File: config.mk
export PLATFORM = sky130hd
export DESIGN_NAME = word_game_ctrl
export DESIGN_NICKNAME = d
export VERILOG_FILES = /design/src/rtl/word_game_ctrl.sv
export SDC_FILE = /design/constraint.sdc
export NUM_CORES = 1
export LEC_CHECK = 0
export BUFFER_PORTS_ARGS = -buffer_cell sky130_fd_sc_hd__buf_2
export CORE_ASPECT_RATIO = 0.5
export CORE_MARGIN = 2
export CORE_UTILIZATION = 40
export CTS_BUF_LIST = sky130_fd_sc_hd__clkbuf_8
export CTS_CLUSTER_DIAMETER = 80
export DETAILED_ROUTE_END_ITERATION = 8
export SLEW_MARGIN = 10
export SYNTH_ARGS = -nofsm -noshare
export SYNTH_HDL_FRONTEND = slang
export SYNTH_SLANG_ARGS = --single-unit
File: constraint.sdc
create_clock -name clk -period 2.8 [get_ports clk]
set_input_delay 0.28 -clock clk [delete_from_list [all_inputs] [get_ports clk]]
set_output_delay 0.28 -clock clk [all_outputs]
set_load 0.02 [all_outputs]
File: src/rtl/word_game_ctrl.sv
// word_game_ctrl: round sequencer for the word game.
// It filters keypad events and feeds the host word, then the guess words, into the datapath.
// It starts each comparison and decides win or lose. On a restart key it clears the datapath
// with a one-cycle gameEnd_host pulse.
// Optional feature: define GAME_TIMEOUT_EN to forfeit a guess after TIMEOUT_CYCLES idle cycles.
// In the default build the macro is undefined and GUESS_ENTRY waits indefinitely.
module word_game_ctrl #(
    parameter int          WORD_LEN       = 5,
    parameter int          MAX_GUESSES    = 6,
    parameter logic [7:0]  ENTER_CODE     = 8'h0D,
    parameter logic [7:0]  RESTART_CODE   = 8'h1B
`ifdef GAME_TIMEOUT_EN
    ,
    parameter logic [23:0] TIMEOUT_CYCLES = 24'd12_000_000
`endif
) (
    input  logic       clk,
    input  logic       nRst,
    input  logic       key_valid,
    input  logic [7:0] key_code,
    input  logic       host_rec_ready,
    input  logic       cmp_done,
    input  logic       cmp_match,
    output logic       host_key_ready,
    output logic [7:0] host_letter,
    output logic       toggle_state,
    output logic       guess_key_ready,
    output logic [7:0] guess_letter,
    output logic       cmp_start,
    output logic       gameEnd_host,
    output logic       game_win,
    output logic       game_lose,
    output logic [2:0] guess_count,
    output logic [2:0] letter_count
);

    // Counters are 3 bits wide, so WORD_LEN and MAX_GUESSES must not exceed 7.
    localparam logic [2:0] WORD_LEN_C  = 3'(WORD_LEN);
    localparam logic [2:0] MAX_GUESS_C = 3'(MAX_GUESSES);
    localparam logic [7:0] BLANK_CHAR  = 8'h5F;

    typedef enum logic [2:0] {
        HOST_ENTRY,
        HOST_WAIT,
        GUESS_ENTRY,
        COMPARE,
        WIN,
        LOSE,
        RESTART
    } state_t;

    state_t     state, state_d;

    logic       host_key_ready_d;
    logic [7:0] host_letter_d;
    logic       toggle_state_d;
    logic       guess_key_ready_d;
    logic [7:0] guess_letter_d;
    logic       cmp_start_d;
    logic       gameEnd_host_d;
    logic       game_win_d;
    logic       game_lose_d;
    logic [2:0] guess_count_d;
    logic [2:0] letter_count_d;

    logic       is_letter;
    logic       is_enter;
    logic       is_restart;
    logic       has_room;
    logic       word_full;

    // Guess counter never wraps: it sticks at the guess limit.
    function automatic logic [2:0] sat_inc_guess(input logic [2:0] cnt);
        if (cnt >= MAX_GUESS_C) begin
            return MAX_GUESS_C;
        end
        return cnt + 3'd1;
    endfunction

    assign is_letter  = key_valid && (key_code >= 8'h41) && (key_code <= 8'h5A);
    assign is_enter   = key_valid && (key_code == ENTER_CODE);
    assign is_restart = key_valid && (key_code == RESTART_CODE);
    assign has_room   = (letter_count < WORD_LEN_C);
    assign word_full  = (letter_count == WORD_LEN_C);

`ifdef GAME_TIMEOUT_EN
    localparam logic [23:0] TIMEOUT_LAST = TIMEOUT_CYCLES - 24'd1;

    logic [23:0] idle_cnt;
    logic        key_accepted;
    logic        timeout_hit;

    assign key_accepted = (state == GUESS_ENTRY) &&
                          ((is_letter && has_room) || (is_enter && word_full));
    assign timeout_hit  = (state == GUESS_ENTRY) && (idle_cnt == TIMEOUT_LAST);

    // Idle counter: counts GUESS_ENTRY cycles without an accepted key and restarts on entry and on each forfeit.
    always_ff @(posedge clk or negedge nRst) begin
        if (!nRst) begin
            idle_cnt <= 24'd0;
        end else if ((state != GUESS_ENTRY) || key_accepted || timeout_hit) begin
            idle_cnt <= 24'd0;
        end else begin
            idle_cnt <= idle_cnt + 24'd1;
        end
    end
`endif

    // Next-state and next-output logic; keys are always judged against the current state.
    always_comb begin
        state_d           = state;
        host_key_ready_d  = 1'b0;
        host_letter_d     = host_letter;
        toggle_state_d    = 1'b0;
        guess_key_ready_d = 1'b0;
        guess_letter_d    = guess_letter;
        cmp_start_d       = 1'b0;
        gameEnd_host_d    = 1'b0;
        guess_count_d     = guess_count;
        letter_count_d    = letter_count;

        case (state)
            HOST_ENTRY: begin
                if (is_letter && has_room) begin
                    host_key_ready_d = 1'b1;
                    host_letter_d    = key_code;
                    letter_count_d   = letter_count + 3'd1;
                end else if (is_enter && word_full) begin
                    toggle_state_d = 1'b1;
                    letter_count_d = 3'd0;
                    state_d        = HOST_WAIT;
                end
            end
            HOST_WAIT: begin
                if (host_rec_ready) begin
                    state_d = GUESS_ENTRY;
                end
            end
            GUESS_ENTRY: begin
                if (is_letter && has_room) begin
                    guess_key_ready_d = 1'b1;
                    guess_letter_d    = key_code;
                    letter_count_d    = letter_count + 3'd1;
                end else if (is_enter && word_full) begin
                    cmp_start_d    = 1'b1;
                    guess_count_d  = sat_inc_guess(guess_count);
                    letter_count_d = 3'd0;
                    state_d        = COMPARE;
                end
`ifdef GAME_TIMEOUT_EN
                else if (timeout_hit) begin
                    // Forfeit: the guess is spent without a comparison.
                    guess_count_d  = sat_inc_guess(guess_count);
                    letter_count_d = 3'd0;
                    if (sat_inc_guess(guess_count) == MAX_GUESS_C) begin
                        state_d = LOSE;
                    end
                end
`endif
            end
            COMPARE: begin
                if (cmp_done) begin
                    if (cmp_match) begin
                        state_d = WIN;
                    end else if (guess_count == MAX_GUESS_C) begin
                        state_d = LOSE;
                    end else begin
                        state_d = GUESS_ENTRY;
                    end
                end
            end
            WIN, LOSE: begin
                if (is_restart) begin
                    gameEnd_host_d = 1'b1;
                    guess_count_d  = 3'd0;
                    letter_count_d = 3'd0;
                    state_d        = RESTART;
                end
            end
            RESTART: begin
                state_d = HOST_ENTRY;
            end
            default: begin
                state_d = HOST_ENTRY;
            end
        endcase

        game_win_d  = (state_d == WIN);
        game_lose_d = (state_d == LOSE);
    end

    // State and registered outputs; nRst returns everything to idle without a gameEnd_host pulse.
    always_ff @(posedge clk or negedge nRst) begin
        if (!nRst) begin
            state           <= HOST_ENTRY;
            host_key_ready  <= 1'b0;
            host_letter     <= BLANK_CHAR;
            toggle_state    <= 1'b0;
            guess_key_ready <= 1'b0;
            guess_letter    <= BLANK_CHAR;
            cmp_start       <= 1'b0;
            gameEnd_host    <= 1'b0;
            game_win        <= 1'b0;
            game_lose       <= 1'b0;
            guess_count     <= 3'd0;
            letter_count    <= 3'd0;
        end else begin
            state           <= state_d;
            host_key_ready  <= host_key_ready_d;
            host_letter     <= host_letter_d;
            toggle_state    <= toggle_state_d;
            guess_key_ready <= guess_key_ready_d;
            guess_letter    <= guess_letter_d;
            cmp_start       <= cmp_start_d;
            gameEnd_host    <= gameEnd_host_d;
            game_win        <= game_win_d;
            game_lose       <= game_lose_d;
            guess_count     <= guess_count_d;
            letter_count    <= letter_count_d;
        end
    end

endmodule
==> key figures <==
Place
  • DP Wirelength: 2.20 mm
  • Input/output buffers: 42
  • Final Wtd Congestion: 0.735

Power and ir drop
  • Switching power: 0.271 mW
  • Peak supply drop: 0.190 mV
  • P_int: 0.769 mW
  • Clock power share: 0.341
  • PwrDens: 560 mW/mm2
  • Sw frac: 0.261
  • P_leak: 0.959 nW
  • Comb power frac: 0.152
  • Total power draw: 1.04 mW
  • Reg power frac: 0.507

Floorplan
  • Core ar.: 0.00353 mm2
  • Row cnt: 15
  • I/O Pins: 43
  • Die height: 47.5 um
  • Initial Util: 0.429
  • Die area: 0.00433 mm2
  • Die W: 91.0 um

Worst setup path
  • Crit Path Max Fanout: 5
  • Startpoint Class: flip-flop
  • CP required: 2.96 ns
  • R2R Path Start: letter_count[1]$_DFFE_PN0P_
  • Critical Path End: guess_count[1]$_DFFE_PN0P_
  • Crit-path leading delay family: simple AND/OR/NAND/NOR gates
  • R2R Setup Slk: 0.84 ns
  • FF-to-FF End: guess_count[1]$_DFFE_PN0P_
  • Levels on crit path: 7
  • Arrival time worst endpoint: 2.12 ns
  • WS Path Type: reg -> reg
  • Critical Path Source: letter_count[1]$_DFFE_PN0P_
  • Critical path, cell by cell: inv_1, ha_1, nand4bb_1, or4_1, or2_2, o22ai_1, a2bb2oi_1
  • Critical path buffer and inverter count: 1
  • Setup crit end kind: flip-flop
  • Worst Reg-to-Reg Cells: 7
  • Slowest CP cell: or4_1
  • Crit-path max cell delay: 0.50 ns

Job
  • Max-cap violation count: 0

Global routing
  • First-pass GRT wire length: 4.66 mm
  • Vias in the first global route: 1,027
  • Initial antenna violation count: 0
  • GR Util All Layers: 0.145
  • Overflow after GRT: 0
  • Largest net degree at the start of global routing: 33

Logic synthesis
  • Distinct cells, synth: 41
  • Synth async-reset ratio: 1.00
  • Post-synth EDFFs: 0
  • Post-Syn Instances: 129
  • Avg Inst Size Synth: 11.7 um2
  • Seq/Total Area, Yosys: 0.538
  • Synthesized area: 0.00152 mm2
  • Post-synth net total: 147
  • Seq cells post-synth: 32
  • Synth Flop Type: dfrtp_1
  • Yosys warns: 0

Worst hold path
  • Min-delay worst type: in -> async

Clocking
  • TritonCTS clock tree: yes
  • CTS Buf Count: 5
  • # H-tree levels: 2
  • Post-CTS Setup Bufs: 0
  • Clock root cell: clkbuf_8
  • Clock sink count: 32
  • CTS resizes: 0
  • Bufs on Longest Clock Path: 2
  • Worst-path clk slew: 0.06 ns
  • Clk_lat worst skew: 0.27 ns
  • Hold-fix buffers, CTS: 0

Route
  • DRC Markers: 0
  • Drt first pass iters: 4
  • Vias per std cell: 4.84
  • DRT iter0 DRCs: 23
  • WL final: 2.90 mm
  • Vias: 1,093
  • WL/cell: 12.8 um
  • Post-DRT Antenna Nets: 0

STA
  • Count of pins over their slew limit: 0
  • Fin crit share: 0.700
  • Fin Setup TNS: 0 ns
  • Layout Skew: 0.00293 ns
  • Min Tclk post-route: 1.96 ns
  • Hold Fails Final Rpt: 0
  • Slew HR: 0.528
  • RSZ-0062 raised after global routing: false
  • Worst-Margin Slew: 0.708 ns
  • FMAX: 0.510 GHz
  • # setup viols final: 0

Final layout
  • Commonest non-fill, non-tap cell in the layout: buf_2
  • # nets final: 192
  • Most frequent cells in the layout: buf_2 (42), dfrtp_1 (20), dfstp_2 (12)
  • P&R area growth vs syn: 22.6%
  • Share of layout cells above drive strength 1: 0.463
  • Antenna cells: 0
  • Number of fill cells: 335

Status
  • Status: complete, no violations
cell usage after synthesis, types with 3 or more instances:
library cell,instances,area [um2]
dfrtp_1,20,500
dfstp_2,12,315
inv_1,9,33.8
nor2_1,7,26.3
a21oi_1,6,30.0
and2_1,5,31.3
mux2_2,5,56.3
mux2_4,5,75.1
o21ai_0,5,25.0
or2_2,5,31.3
ha_1,4,50.1
nand2b_1,4,25.0
nand2_1,3,11.3
nand4b_1,3,26.3
nor3_1,3,15.0
cell families after synthesis:
| kind of cell | after synthesis | synth area share |
|---|---|---|
| flip-flops | 32 | 0.538 |
| AND/OR/NAND/NOR | 43 | 0.169 |
| adder cells (fa/ha/maj) | 4 | 0.0330 |
| multiplexers | 12 | 0.0999 |
| buffers and inverters | 13 | 0.0380 |
| AO/OA/AOI/OAI | 25 | 0.121 |
worst reg2reg max path, delay by kind of cell (launching register included):
kind / cells / cell delay (ns)
flip-flops: 1 / 0.40
buffers and inverters: 1 / 0.08
AND/OR/NAND/NOR: 3 / 0.97
adder cells (fa/ha/maj): 1 / 0.14
AO/OA/AOI/OAI: 2 / 0.25
per-layer routing:
metal / GRT usage / share of wire
met2: 0.241 / 0.44
met5: 0 / 0
met3: 0.0567 / 0.052
met4: 0.0545 / 0.012
met1: 0.179 / 0.49
power by group through the flow:
stage / Clock, mW / Combinational [mW] / Sequential [mW]
after floorplan: 0 / 0.0603 / 0.572
final: 0.354 / 0.158 / 0.528
after CTS: 0.368 / 0.161 / 0.528
after detailed placement: 0 / 0.161 / 0.535
after global placement: 0 / 0.158 / 0.535
after global routing: 0.385 / 0.173 / 0.534
cell type report:
cell class                      count  area (um2)  share of cell area
Tap cell                           51        63.8              0.0343
Multi-Input combinational cell     84         642               0.345
Clock inverter                      2        10.0             0.00539
Sequential cell                    32         816               0.439
Clock buffer                        6        82.6              0.0444
Inverter                            9        33.8              0.0182
Timing Repair Buffer               42         210               0.113
worst min-delay path by stage:
stage                           endpoint  from
2_1_floorplan        cmp_start$_DFF_PN0_  nRst
3_3_place_gp         game_lose$_DFF_PN0_  nRst
3_5_place_dp         game_lose$_DFF_PN0_  nRst
4_1_cts              cmp_start$_DFF_PN0_  nRst
5_1_grt        guess_key_ready$_DFF_PN0_  nRst
6_report             game_lose$_DFF_PN0_  nRst
per-stage QoR:
stage	hold slack [ns]	instance area (um2)	setup slack, ns	utilization	instances
floorplan	-0.0156	1520	0.896	-	129
global placement	0.363	1770	0.700	0.500	218
detailed placement	0.368	1770	0.658	0.500	218
CTS	0.0684	1860	0.841	0.527	226
global route	0.0909	1860	0.729	0.527	226
finish	0.0528	1860	0.839	0.527	226
flip-flops by register name (all words and copies together) (netlist names), 3 cells and up:
| register | flops |
|---|---|
| guess_letter | 8 |
| state | 3 |
| host_letter | 8 |
| letter_count | 3 |
| guess_count | 3 |
Note: power is estimated with default switching activity, not from simulation.
